--- src/rtl/uart_pkg.sv ---
// Shared UART definitions: receiver FSM state encoding, legal oversampling
// ratios and parity-type encoding.
package uart_pkg;

  localparam logic [2:0] ST_IDLE   = 3'd0;
  localparam logic [2:0] ST_START  = 3'd1;
  localparam logic [2:0] ST_DATA   = 3'd2;
  localparam logic [2:0] ST_PARITY = 3'd3;
  localparam logic [2:0] ST_STOP   = 3'd4;

  typedef enum logic [2:0] {
    IDLE   = ST_IDLE,
    START  = ST_START,
    DATA   = ST_DATA,
    PARITY = ST_PARITY,
    STOP   = ST_STOP
  } rx_state_t;

  localparam logic [5:0] PRESCALE_8  = 6'd8;
  localparam logic [5:0] PRESCALE_16 = 6'd16;
  localparam logic [5:0] PRESCALE_32 = 6'd32;

  localparam logic PAR_EVEN = 1'b0;
  localparam logic PAR_ODD  = 1'b1;

  // Anything other than 16 or 32 falls back to x8 oversampling.
  function automatic logic [5:0] legal_prescale(input logic [5:0] ps);
    case (ps)
      PRESCALE_16: return PRESCALE_16;
      PRESCALE_32: return PRESCALE_32;
      default:     return PRESCALE_8;
    endcase
  endfunction

endpackage

--- src/rtl/uart_rx_sampler.sv ---
// Bit-period timer and line sampler for the UART receiver.
// UART_RX_MAJORITY_EN selects a 2-of-3 vote around mid-bit instead of one sample.
module uart_rx_sampler (
  input  logic       clk,
  input  logic       rst,
  input  logic       rx_in,
  input  logic [5:0] prescale,
  input  logic       cnt_clr,
  output logic       sampled_bit,
  output logic       bit_end
);

  logic [5:0] edge_cnt;
  logic [5:0] half;

  assign half    = {1'b0, prescale[5:1]};
  assign bit_end = (edge_cnt == prescale - 6'd1);

  always_ff @(posedge clk or posedge rst) begin
    if (rst)
      edge_cnt <= '0;
    else if (cnt_clr || bit_end)
      edge_cnt <= '0;
    else
      edge_cnt <= edge_cnt + 6'd1;
  end

`ifdef UART_RX_MAJORITY_EN
  logic samp_early, samp_mid, samp_late;

  always_ff @(posedge clk or posedge rst) begin
    if (rst) begin
      samp_early <= 1'b1;
      samp_mid   <= 1'b1;
      samp_late  <= 1'b1;
    end else begin
      if (edge_cnt == half - 6'd1) samp_early <= rx_in;
      if (edge_cnt == half)        samp_mid   <= rx_in;
      if (edge_cnt == half + 6'd1) samp_late  <= rx_in;
    end
  end

  assign sampled_bit = (samp_early & samp_mid) | (samp_early & samp_late) |
                       (samp_mid & samp_late);
`else
  logic samp_mid;

  always_ff @(posedge clk or posedge rst) begin
    if (rst)
      samp_mid <= 1'b1;
    else if (edge_cnt == half)
      samp_mid <= rx_in;
  end

  assign sampled_bit = samp_mid;
`endif

endmodule

--- src/rtl/uart_rx_fsm.sv ---
// Oversampling UART receiver: start/data/parity/stop framing FSM, shift register,
// parity check and one-cycle result strobes.
module uart_rx_fsm
  import uart_pkg::*;
#(
  parameter int DATA_WIDTH = 8
) (
  input  logic                  clk,
  input  logic                  rst,
  input  logic                  rx_in,
  input  logic [5:0]            prescale,
  input  logic                  PAR_EN,
  input  logic                  PAR_TYP,
  output logic [DATA_WIDTH-1:0] p_data,
  output logic                  data_valid,
  output logic                  par_err,
  output logic                  stp_err
);

  localparam int BCW = (DATA_WIDTH > 1) ? $clog2(DATA_WIDTH) : 1;

  rx_state_t             state, state_next;
  logic [5:0]            ps_q;
  logic                  par_en_q, par_typ_q;
  logic [BCW-1:0]        bit_cnt;
  logic [DATA_WIDTH-1:0] shift_q;
  logic                  err_q;

  logic sampled_bit, bit_end, cnt_clr;
  logic load_cfg, shift_en, par_chk, finish;
  logic last_bit, par_exp;

  assign cnt_clr  = (state == IDLE);
  assign last_bit = (bit_cnt == BCW'(DATA_WIDTH - 1));
  assign par_exp  = (^shift_q) ^ (par_typ_q == PAR_ODD);

  uart_rx_sampler u_sampler (
    .clk         (clk),
    .rst         (rst),
    .rx_in       (rx_in),
    .prescale    (ps_q),
    .cnt_clr     (cnt_clr),
    .sampled_bit (sampled_bit),
    .bit_end     (bit_end)
  );

  always_ff @(posedge clk or posedge rst) begin
    if (rst) state <= IDLE;
    else     state <= state_next;
  end

  always_comb begin
    state_next = state;
    load_cfg   = 1'b0;
    shift_en   = 1'b0;
    par_chk    = 1'b0;
    finish     = 1'b0;
    case (state)
      IDLE: begin
        if (!rx_in) begin
          state_next = START;
          load_cfg   = 1'b1;
        end
      end
      START: begin
        if (bit_end) state_next = sampled_bit ? IDLE : DATA;
      end
      DATA: begin
        if (bit_end) begin
          shift_en = 1'b1;
          if (last_bit) state_next = par_en_q ? PARITY : STOP;
        end
      end
      PARITY: begin
        if (bit_end) begin
          par_chk    = 1'b1;
          state_next = STOP;
        end
      end
      STOP: begin
        if (bit_end) begin
          finish     = 1'b1;
          state_next = IDLE;
        end
      end
      default: state_next = IDLE;
    endcase
  end

  // Frame configuration is frozen at start detection so mid-frame changes are ignored.
  always_ff @(posedge clk or posedge rst) begin
    if (rst) begin
      ps_q      <= PRESCALE_8;
      par_en_q  <= 1'b0;
      par_typ_q <= PAR_EVEN;
      bit_cnt   <= '0;
      shift_q   <= '0;
      err_q     <= 1'b0;
    end else begin
      if (load_cfg) begin
        ps_q      <= legal_prescale(prescale);
        par_en_q  <= PAR_EN;
        par_typ_q <= PAR_TYP;
        bit_cnt   <= '0;
        err_q     <= 1'b0;
      end
      if (shift_en) begin
        shift_q <= {sampled_bit, shift_q[DATA_WIDTH-1:1]};
        bit_cnt <= last_bit ? '0 : bit_cnt + BCW'(1);
      end
      if (par_chk && (sampled_bit != par_exp)) err_q <= 1'b1;
    end
  end

  // Stop-bit error takes priority over parity error; p_data only moves on a good frame.
  always_ff @(posedge clk or posedge rst) begin
    if (rst) begin
      p_data     <= '0;
      data_valid <= 1'b0;
      par_err    <= 1'b0;
      stp_err    <= 1'b0;
    end else begin
      data_valid <= 1'b0;
      par_err    <= 1'b0;
      stp_err    <= 1'b0;
      if (finish) begin
        if (!sampled_bit) begin
          stp_err <= 1'b1;
        end else if (err_q) begin
          par_err <= 1'b1;
        end else begin
          data_valid <= 1'b1;
          p_data     <= shift_q;
        end
      end
    end
  end

endmodule

--- config.mk ---
export PLATFORM = sky130hd
export DESIGN_NAME = uart_rx_fsm
export DESIGN_NICKNAME = d
export VERILOG_FILES = /design/src/rtl/uart_pkg.sv /design/src/rtl/uart_rx_sampler.sv /design/src/rtl/uart_rx_fsm.sv
export SDC_FILE = /design/constraint.sdc
export NUM_CORES = 1
export LEC_CHECK = 0
export CORE_MARGIN = 4
export CORE_UTILIZATION = 50
export CTS_CLUSTER_SIZE = 14
export DETAILED_ROUTE_END_ITERATION = 12
export GPL_ROUTABILITY_DRIVEN = 0
export PLACE_DENSITY = 0.69
export SLEW_MARGIN = 10
export SYNTH_ARGS = -nofsm -noshare
export SYNTH_HDL_FRONTEND = slang
export SYNTH_SLANG_ARGS = --single-unit
--- constraint.sdc ---
create_clock -name clk -period 2.63 [get_ports clk]
set_input_delay 0.3945 -clock clk [delete_from_list [all_inputs] [get_ports clk]]
set_output_delay 0.3945 -clock clk [all_outputs]
set_load 0.01 [all_outputs]
==> impl_metrics.json, run 1 <==
{
  "crit_chain": "inv_1, ha_1, xor2_2, nand4_4, or3_4, mux2_4",
  "rows": 21,
  "ys_types": 34,
  "post_cts_buffers": 0,
  "p_leak_uw": 0.00108,
  "diodes": 0,
  "fin_nets": 189,
  "ir_drop_mv": 0.594,
  "endpoint": "shift_q[6]$_DFFE_PP0P_",
  "criticalPathCategory": "register to register",
  "tritoncts": "yes",
  "layout.area.seq_um2": 953,
  "syn-num-nets": 163,
  "multiInputGateArea_um2": 848,
  "cts.sinks": 38,
  "core_um2": 3470,
  "start_util_pct": 53.6,
  "synth_largest_area_cell": "dfrtp_1",
  "crit_path_start_kind": "register",
  "filler_cell_count": 280,
  "setup_violations": 0,
  "crit_path_end_kind": "register",
  "reg2reg_depth": 6,
  "max_stage_delay_ns": 0.59,
  "hold_buffers": 0,
  "cts_made_buffers": 5,
  "hold_violations": 0,
  "clk_path_buf_depth": 2,
  "cpMaxStageDelayCell": "dfstp_2",
  "grt_first_pass_wirelength_um": 5500,
  "drv_cap": 0,
  "die_w_um": 69.0,
  "cts_resized": 0,
  "hold_path.class": "input port to async pin",
  "drtAntennaViolNets": 0,
  "fin_crit_sh_pct": 87.2,
  "ys_ff_latch": 38,
  "relSlewSlack_pct": 50.8,
  "worst_slew_pin_slew_ns": 0.731,
  "r2r_start": "ps_q[3]$_DFFE_PP1P_",
  "clock_latency_ns": 0.29,
  "cts.clk_slew.worst_paths_ns": 0.08,
  "arrival_ns": 2.47,
  "fmaxAchievable_mhz": 436,
  "area_delta_synth_final_pct": 21.7,
  "die-area_um2": 4760,
  "grt_max_degree": 26,
  "rsz0062_at_grt": "false",
  "slew_viol_final": 0,
  "overflow": 0,
  "place_ws_ns": 0.336,
  "worst_slack_ns": 0.337,
  "tns_ns": 0,
  "yosys_warnings": 0,
  "via_per_inst": 5.11,
  "syn_inst": 147,
  "rrSetupSlack_ns": 0.34,
  "reg2reg_to": "shift_q[6]$_DFFE_PP0P_",
  "io_buffers": 21,
  "antenna_found_initial": 0,
  "cts-root-buf": "clkbuf_8",
  "synthesis.area_um2": 1860,
  "required_ns": 2.81,
  "wl_per_cell_um": 14.3,
  "status": "complete, no violations",
  "grt_pass1_vias": 1148,
  "critPathMaxFanout": 11,
  "first_pass_iters": 4,
  "dp_hpwl_um": 2270,
  "htreeDepth": 2,
  "power_density_nw_per_um2": 910,
  "wirelength_um": 3150,
  "die_h_um": 69.0,
  "dr_total_vias": 1125,
  "fin_skew_ns": 0.00758,
  "grt_usage_pct": 16.1,
  "finalCriticalPeriod_ns": 2.29,
  "drive_gt1_share_pct": 21.3,
  "yosysTopAreaCellShare_pct": 48.5,
  "drt_iter0_drc": 24,
  "crit_start": "ps_q[3]$_DFFE_PP1P_",
  "yosysSeqAreaShare_pct": 51.3,
  "yosys-top-cells-area": "dfrtp_1 (48%), mux2_2 (7.3%), mux2_4 (5.7%), xnor2_1 (5.2%), ha_1 (3.4%)",
  "io_pins": 22,
  "remaining_drc_errors": 0,
  "synth_area_per_cell_um2": 12.6
}
## worst max-delay path, delay by kind of cell (launching register included)
family | cells | cell delay (ns)
XOR/XNOR | 1 | 0.20
buffers and inverters | 1 | 0.06
adder cells (fa/ha/maj) | 1 | 0.32
multiplexers | 1 | 0.33
AND/OR/NAND/NOR | 2 | 0.69
flip-flops | 1 | 0.59
## power by group
part / internal (uW) / switching (uW)
sequential: 724 / 163
clock: 404 / 200
combinational: 295 / 271
total: 1420 / 634
## cell type report
class / instances / area share [%]
repair buffers: 23 / 9.96
multi-input cells: 96 / 37.5
clock buffers: 6 / 3.65
well taps: 46 / 2.55
inverters: 9 / 1.49
flip-flops and latches: 38 / 42.2
clock inverters: 2 / 2.66
## routing by layer
| metal | up-vias | global-route usage (%) | wire (um) |
|---|---|---|---|
| met5 | - | 0 | 0 |
| met4 | 0 | 8.76 | 59 |
| met3 | 8 | 4.70 | 136 |
| met2 | 17 | 23.8 | 1460 |
| met1 | 546 | 21.1 | 1500 |
| li1 | 554 | - | - |
## metrics by stage
step	cells	util [%]	cell area [um2]	total power (uW)	hold WS [ns]
2_1_floorplan	147	-	1860	1330	0.455
3_3_place_gp	212	61.1	2120	1430	0.476
3_5_place_dp	212	61.1	2120	1470	0.489
4_1_cts	220	65.2	2260	2080	0.434
5_1_grt	220	65.2	2260	2210	0.442
6_report	220	65.2	2260	2060	0.424
## kinds of logic after synthesis
group                    count (synthesis)  share of synthesized area (%)
adder cells (fa/ha/maj)                  5                           3.37
XOR/XNOR                                18                           10.8
multiplexers                            21                           14.0
buffers and inverters                   13                           3.03
AND/OR/NAND/NOR                         38                           12.2
AO/OA/AOI/OAI                           14                           5.25
flip-flops                              38                           51.3
## flip-flops by register name (all words and copies together), names as in the netlist
register               flops
shift_q                    8
par_err                    1
data_valid                 1
par_typ_q                  1
p_data                     8
ps_q                       3
err_q                      1
par_en_q                   1
state                      3
bit_cnt                    3
u_sampler.edge_cnt         6
stp_err                    1
u_sampler.sampled_bit      1
## synthesized netlist by cell type, drive strengths merged
cell / number
or3: 1
nand4: 1
o21bai: 1
dfstp: 2
nor3: 1
a41oi: 1
xor2: 5
o21ai: 2
or4: 2
clkbuf: 3
xnor3: 2
and2: 2
mux2: 19
a32o: 1
ha: 5
o311ai: 1
and4: 1
nand2: 8
nor2: 9
nand4b: 1
inv: 9
o31ai: 5
a21oi: 3
xnor2: 11
nand3: 4
nor3b: 3
dfrtp: 36
buf: 1
nor2b: 1
nand2b: 4
mux2i: 2
## how the worst min path moves through the flow
stage / to / start / slack, ns / depth (start not counted)
after CTS: state[2]$_DFFE_PP0P_ / rst / 0.43 / 3
after global routing: state[2]$_DFFE_PP0P_ / rst / 0.44 / 3
after global placement: bit_cnt[0]$_DFFE_PP0P_ / bit_cnt[0]$_DFFE_PP0P_ / 0.48 / 1
final: state[2]$_DFFE_PP0P_ / rst / 0.42 / 3
after detailed placement: u_sampler.edge_cnt[0]$_DFF_PP0_ / u_sampler.edge_cnt[0]$_DFF_PP0_ / 0.49 / 1
after floorplan: u_sampler.edge_cnt[0]$_DFF_PP0_ / u_sampler.edge_cnt[0]$_DFF_PP0_ / 0.45 / 1
## cell usage in the layout (no fill, tap or decap), drive strengths merged, types with 5 or more instances in the layout
| cell type | netlist | routed |
|---|---|---|
| dfrtp | 36 | 36 |
| clkdlybuf4s50 | 0 | 21 |
| mux2 | 19 | 19 |
| xnor2 | 11 | 11 |
| inv | 9 | 9 |
| nor2 | 9 | 9 |
| nand2 | 8 | 8 |
| clkbuf | 3 | 6 |
| o31ai | 5 | 5 |
| ha | 5 | 5 |
| xor2 | 5 | 5 |
No activity file was read; power rests on OpenSTA's default activity.
==> run 2: changes to the inputs <==
Settings changed: SLEW_MARGIN 10 to 0.
==> results of run 2 <==
No change in the layout: final DEF, timing and power equal those of run 1.
